**config.mk**
```make
export PLATFORM = sky130hd
export DESIGN_NAME = mul16_seq
export DESIGN_NICKNAME = d
export VERILOG_FILES = /design/src/rtl/mul16_seq_pkg.sv /design/src/rtl/mul16_seq_add16.sv /design/src/rtl/mul16_seq.sv
export SDC_FILE = /design/constraint.sdc
export NUM_CORES = 1
export LEC_CHECK = 0
export CAP_MARGIN = 10
export CORE_ASPECT_RATIO = 1.25
export CORE_MARGIN = 2
export CORE_UTILIZATION = 55
export DETAILED_ROUTE_END_ITERATION = 10
export GPL_ROUTABILITY_DRIVEN = 0
export PLACE_DENSITY = 0.81
export SLEW_MARGIN = 20
export SYNTH_ARGS = -nofsm -noshare
export SYNTH_HDL_FRONTEND = slang
export SYNTH_SLANG_ARGS = --single-unit
```
**constraint.sdc**
```tcl
create_clock -name clk -period 2.8 [get_ports clk]
set_clock_uncertainty 0.15 [all_clocks]
set_input_delay 0.42 -clock clk [delete_from_list [all_inputs] [get_ports clk]]
set_output_delay 0.42 -clock clk [all_outputs]
set_load 0.03 [all_outputs]
```
**src/rtl/mul16_seq_pkg.sv**
```systemverilog
// Shared definitions for adder-reusing arithmetic sequencers (multiply now,
// divide and multiply-accumulate later): state encodings and iteration count.
// Purely declarative; no logic lives here.
package mul16_seq_pkg;

  // Operand width of the shared adder.
  localparam int SEQ_WIDTH = 16;

  // Number of shift-and-add iterations per operation.
  localparam int SEQ_ITER = 16;

  // Width of the iteration counter; the counter wraps naturally after the last step.
  localparam int SEQ_CNT_W = $clog2(SEQ_ITER);

  // Sequencer states. Encoding 2'd3 is illegal and decodes to IDLE.
  typedef enum logic [1:0] {
    SEQ_IDLE = 2'd0,
    SEQ_RUN  = 2'd1,
    SEQ_DONE = 2'd2
  } seq_state_t;

endpackage

```
**src/rtl/mul16_seq_add16.sv**
```systemverilog
// ADD16: combinational 16-bit modulo-2^16 adder. The carry out is discarded,
// giving plain two's-complement wraparound. This is the only adder in the sequencer.
module mul16_seq_add16 (
  input  logic [15:0] a,
  input  logic [15:0] b,
  output logic [15:0] sum
);

  assign sum = a + b;

endmodule

```
**src/rtl/mul16_seq.sv**
```systemverilog
// Sequential 16x16 multiplier returning the low 16 bits of the product.
// It runs 16 shift-and-add steps through one shared ADD16, so every operation
// takes 17 edges from accept to done. A new start is taken in IDLE or DONE.
module mul16_seq
  import mul16_seq_pkg::*;
#(
  parameter int WIDTH = SEQ_WIDTH,
  parameter int ITER  = SEQ_ITER
) (
  input  logic             clk,
  input  logic             reset,
  input  logic             start,
  input  logic [WIDTH-1:0] A,
  input  logic [WIDTH-1:0] B,
  output logic             busy,
  output logic             done,
  output logic [WIDTH-1:0] product
);

  seq_state_t state;
  seq_state_t state_nxt;

  logic [WIDTH-1:0]     acc;
  logic [WIDTH-1:0]     mcand;
  logic [WIDTH-1:0]     mplier;
  logic [SEQ_CNT_W-1:0] cnt;

  logic [WIDTH-1:0] add_sum;
  logic [WIDTH-1:0] acc_iter;
  logic             accept;
  logic             last;

  // The single shared adder: the running sum plus the shifted multiplicand.
  mul16_seq_add16 u_add16 (
    .a   (acc),
    .b   (mcand),
    .sum (add_sum)
  );

  // The accumulator picks up the partial product only when the current multiplier bit is set.
  assign acc_iter = mplier[0] ? add_sum : acc;

  // Busy and done are decoded directly from state, so reset clears them without waiting for an edge.
  assign busy = (state == SEQ_RUN);
  assign done = (state == SEQ_DONE);

  // State register.
  always_ff @(posedge clk or posedge reset) begin
    if (reset) begin
      state <= SEQ_IDLE;
    end else begin
      state <= state_nxt;
    end
  end

  // Next-state decode, plus the accept and last-iteration strobes for the datapath.
  always_comb begin
    state_nxt = state;
    accept    = 1'b0;
    last      = 1'b0;
    case (state)
      SEQ_IDLE: begin
        if (start) begin
          accept    = 1'b1;
          state_nxt = SEQ_RUN;
        end
      end
      SEQ_RUN: begin
        // A start seen here is dropped: there is no queue behind the sequencer.
        if (cnt == SEQ_CNT_W'(ITER - 1)) begin
          last      = 1'b1;
          state_nxt = SEQ_DONE;
        end
      end
      SEQ_DONE: begin
        // The done cycle also acts as the accept slot for back-to-back operations.
        if (start) begin
          accept    = 1'b1;
          state_nxt = SEQ_RUN;
        end else begin
          state_nxt = SEQ_IDLE;
        end
      end
      default: begin
        state_nxt = SEQ_IDLE;
      end
    endcase
  end

  // Datapath: load the operands on accept, then shift and accumulate once per RUN cycle.
  always_ff @(posedge clk or posedge reset) begin
    if (reset) begin
      acc    <= '0;
      mcand  <= '0;
      mplier <= '0;
      cnt    <= '0;
    end else if (accept) begin
      acc    <= '0;
      mcand  <= A;
      mplier <= B;
      cnt    <= '0;
    end else if (state == SEQ_RUN) begin
      acc    <= acc_iter;
      mcand  <= {mcand[WIDTH-2:0], 1'b0};
      mplier <= {1'b0, mplier[WIDTH-1:1]};
      cnt    <= cnt + 1'b1;
    end
  end

  // The result register updates only on the final iteration and otherwise holds through DONE and IDLE.
  always_ff @(posedge clk or posedge reset) begin
    if (reset) begin
      product <= '0;
    end else if (last) begin
      product <= acc_iter;
    end
  end

endmodule

```
### Word-level counts from Yosys, hierarchy flattened

Index checks and enable logic that the tools add are counted.
Widths: inputs -> output; s select.

* muxes and demuxes: 17
* divide/modulo/power cells: 0
* bitwise operators: 0
* reductions and logical operators: 4
* multipliers: 0
* order comparisons: 0
* shifts and indexed selects: 0
* equal/unequal tests: 5
* $add $sub $neg: 2

Operators by type and width (number)
* $mux 16: 7
* $add 16x16->16: 1
* $mux 4: 2
* $pmux 2 s3: 1
* $mux 1: 5
* $add 4x1->4 const B: 1
* $eq 4x4->1 const B: 1
* $mux 2: 2
* $eq 2x1->1 const B: 1
* $eq 2x2->1 const B: 1
* $logic_not 2->1: 1
* $ne 2x1->1 const B: 1
* $ne 2x2->1 const B: 1
* $reduce_and 2->1: 1
* $reduce_bool 2->1: 1
* $reduce_or 2->1: 1

* ROM bits: 0
* bits in latches: 0
* word-level logic and storage cells: 34
* memories: 0
* flip-flop bits (word level): 70
* output and inout port bits: 18
* bits in writable memories: 0

### Longest topological paths before layout

* word-level depth: 4
* depth in mapped cells: 9
* mapped depth without buffers: 9

### Hierarchy

From an unflattened synthesis, not the netlist that was laid out.

* cell total of the unflattened synthesis: 356
* area total of the unflattened synthesis: 3935.0 sq um

Modules (own cells, without submodules)
* mul16_seq: cells each 252, instances 1, seq. area each 1751.7 sq um, area an instance 3129.3 sq um
* mul16_seq_add16: cells each 104, instances 1, seq. area each 0.0 sq um, area an instance 805.8 sq um

### Worst setup path after synthesis

Ideal clock, no wire load.

* path kind: flip-flop to flip-flop
* from: register acc[0]
* to: register product[14]
* path buffers: 0
* cell stages (with the launch flop): 10
* clock period less this slack: 2553 ps
* required time: 2554 ps
* path slack: 247 ps
* arrival time: 2308 ps
* setup time: 96 ps
* path through: dfrtp_1 ha_1 fa_1 a21o_1 a221oi_2 o21ai_4 a31oi_4 o31ai_2 xnor2_1 a311oi_2

* longest elaborated chain between the ends: 2

Ends and longest elaborated chain
* start, declared: RTL line mul16_seq.sv:23 `logic [WIDTH-1:0] acc;`
* start signal, assigned: RTL line mul16_seq.sv:103 `acc <= acc_iter;`
* $add 16x16->16: RTL line mul16_seq_add16.sv:9 `assign sum = a + b;`
* $mux 16: RTL line mul16_seq.sv:41 `assign acc_iter = mplier[0] ? add_sum : acc;`
* end signal, assigned: RTL line mul16_seq.sv:115 `product <= acc_iter;`
* end, declared: RTL line mul16_seq.sv:17 `output logic [WIDTH-1:0] product`

Every way passes these cells.
A chain may end at the register's enable or synchronous reset.

### Final worst setup path

Same ends and word-level chain as after synthesis.

==> flow_summary.yaml <==
yosys:
  synthCells: 385
  yosysUniqueCellTypes: 44
  ys_warn_count: 0
  synth_top_area_share: 0.475
  synth_flop_cell: "dfrtp_1"
  synth-async-reset-ratio: 1.00
  ys_ff_latch: 70
  yosys.area.top_type: "dfrtp_1"
  synth.area.top_cells: "dfrtp_1 (47%), nand2_1 (9.0%), a22oi_1 (5.9%)"
  syn_avg_cell_area_sq_um: 9.58
  synth_area_sq_um: 3690
  yosysSeqAreaShare: 0.475
  syn-num-nets: 437
  synth_edf_count: 0
global_routing:
  grt_pass1_vias: 2943
  grt_max_degree: 50
  antenna_found_initial: 0
  grt_usage: 0.240
  grt_pass1_wl_um: 14000
  grt-ovfl-total: 0
timing:
  fin_crit_ps: 2620
  finalSetupTns_ps: 0
  maxSlewViolCount: 0
  tightest_slew_ps: 994
  max_freq_mhz: 381
  rsz0062_at_grt: "no"
  relSlewSlack: 0.337
  period_share: 0.936
  finalHoldViolations: 0
  hold_ws_ps: 266
  setup_viol: 0
place:
  dp.cells: 508
  dpl.hpwl_um: 5690
  port_buffers: 52
route:
  wirelength_um: 8040
  wire_per_inst_um: 15.3
  dr.pass1.iters: 4
  drcViolationCount: 0
  first_iter_violations: 266
  via_per_inst: 5.75
  drt.antenna.violating_nets: 0
  route.vias.total: 3017
worst_setup_path:
  start_kind: "flop"
  worstPathArrival_ps: 2670
  r2r_start: "acc[0]"
  crit_chain: "ha_2, fa_2, a21o_1, a221oi_4, o21ai_4, a31oi_4, o31ai_2, xnor2_1, a311oi_2"
  path_class: "reg -> reg"
  worst-path-max-fanout: 3
  setup.worst_path.end_class: "flop"
  worstPathRequired_ps: 2850
  slowest_stage: "dfrtp_1"
  startpoint: "acc[0]"
  cpPeakStageDelay_ps: 400
finish:
  antenna_cells: 0
  multi_input_area_sq_um: 1840
  drive_gt1_frac: 0.0982
  finish.net_count: 485
  final.fill_count: 526
  area_delta_synth_final_pct: 22.1
  finalNonFillerCells: 525
  seqCellArea_sq_um: 1750
pwr:
  powerDensity_nw_per_um2: 1280
  leakage_nw: 2.09
  power_mw: 5.78
  ir_worst_vdd_uv: 548
die:
  coreArea_sq_um: 6520
  initial_utilization: 0.566
  die_area_sq_um: 7380
  die_y_um: 95.6
  dieWidth_um: 77.3
  row_count: 33
  ioPinCount: 53
run_status:
  status: "finished, final reports clean"
clock_tree:
  clk_latency_ps: 340
  clockBufferDepth: 2
  cts_tree: "yes"
  cts.sinks: 70
  cts_root_buf: "clkbuf_8"
  cts_hold_buf: 0
  path_clk_slew_ps: 70
  ctsHtreeMaxLevel: 3
  cts-buffers-inserted: 9
job:
  drv_cap: 0
min_path:
  hp-class: "in -> async"
[worst paths after layout]
check	endpoint	slack (ps)	cells past startpoint
min in group clk	product[3]	330	2
setup / recovery	product[14]	180	9
max in group asynchronous	acc[13]	1620	3
setup reg to reg	product[14]	180	9
hold reg to reg	product[3]	330	2
hold / removal	mplier[7]	270	2
[registers in the layout, indices dropped and copies added (netlist names)]
signal   flops
acc         16
mcand       16
mplier      16
product     16
cnt          4
state        2
[cells by family (layout without fill, tap and decap cells)]
family,count (synthesis),count (layout),share of synthesized area
and+or+nand+nor,134,134,0.157
AOI/OAI and AO/OA,107,107,0.207
DFF,70,70,0.475
buffers and inverters,31,84,0.0363
adders and majority gates,17,17,0.0597
xor gates and xnor gates,14,14,0.0332
muxes,12,12,0.0326
[layer usage]
metal / share of wire / vias up / wire length [um] / GRT usage
met5: 0 / - / 0 / 0
met4: 0.020 / 0 / 164 / 0.113
met3: 0.055 / 12 / 439 / 0.0369
met2: 0.49 / 87 / 3920 / 0.392
met1: 0.44 / 1448 / 3510 / 0.318
li1: - / 1470 / - / -
[cell type report]
class | count | share of cell area
multi-input combinational | 284 | 0.408
tap | 87 | 0.0242
timing repair buffer | 60 | 0.131
clock buffer | 13 | 0.0375
clock inverter | 3 | 0.00389
sequential | 70 | 0.389
inverter | 8 | 0.00667
[power by group]
group          internal (mW)  switching (mW)  leakage (nW)  total, mW
registers               1.48           0.341         0.878       1.82
clock network          0.391           0.358        0.0954      0.749
logic                   1.35            1.86          1.12       3.21
[what timing repair did]
action | 4_1_cts | 5_1_grt
setup buffers | 0 | 1
endpoints found under the setup margin | 0 | 4
gates resized for setup | 0 | 4
endpoints found under the hold margin | 0 | 0
[cell usage in the layout, fill, tap and decap left out, types with 12 or more instances in the layout]
master           count
ha_1                15
clkdlybuf4s50_1     51
mux2i_1             12
a21oi_1             14
a22oi_1             29
nand3_1             14
dfrtp_1             70
clkbuf_8            12
xnor2_1             12
o21ai_0             22
nand2_1             88
[per-stage QoR]
| step | worst slack [ps] | util | cell area [sq um] |
|---|---|---|---|
| final | 179 | 0.690 | 4500 |
| after CTS | 66.0 | 0.685 | 4470 |
| after detailed placement | 96.5 | 0.657 | 4280 |
| after global placement | 147 | 0.657 | 4280 |
| after global routing | 33.3 | 0.690 | 4500 |
| after floorplan | 247 | - | 3690 |
[worst max-delay path, delay by kind of cell (launching register included)]
family	cells	cell delay, ps
AOI/OAI and AO/OA	6	1090
DFF	1	400
xor gates and xnor gates	1	260
adders and majority gates	2	560
[synth_stat cells (2+ instances only)]
cell type  number
nand3_1        14
mux2i_1        12
nor2_1         10
o21bai_1        4
nand4_1         3
xor2_1          2
a21oi_1        14
xnor2_1        12
a21o_1          3
a22oi_1        29
buf_1           2
nor3b_1         2
clkbuf_1       17
dfrtp_1        70
buf_6           2
nor3_1          2
o211ai_1        2
nor2b_1         2
inv_1           8
a211oi_1        4
nand2b_1        2
buf_2           2
a221oi_2        2
o21ai_0        22
and3_1          9
o21ai_1         7
a22o_1          3
a31o_2          6
nand2_1        88
ha_1           16
No activity file was read; power rests on OpenSTA's default activity.
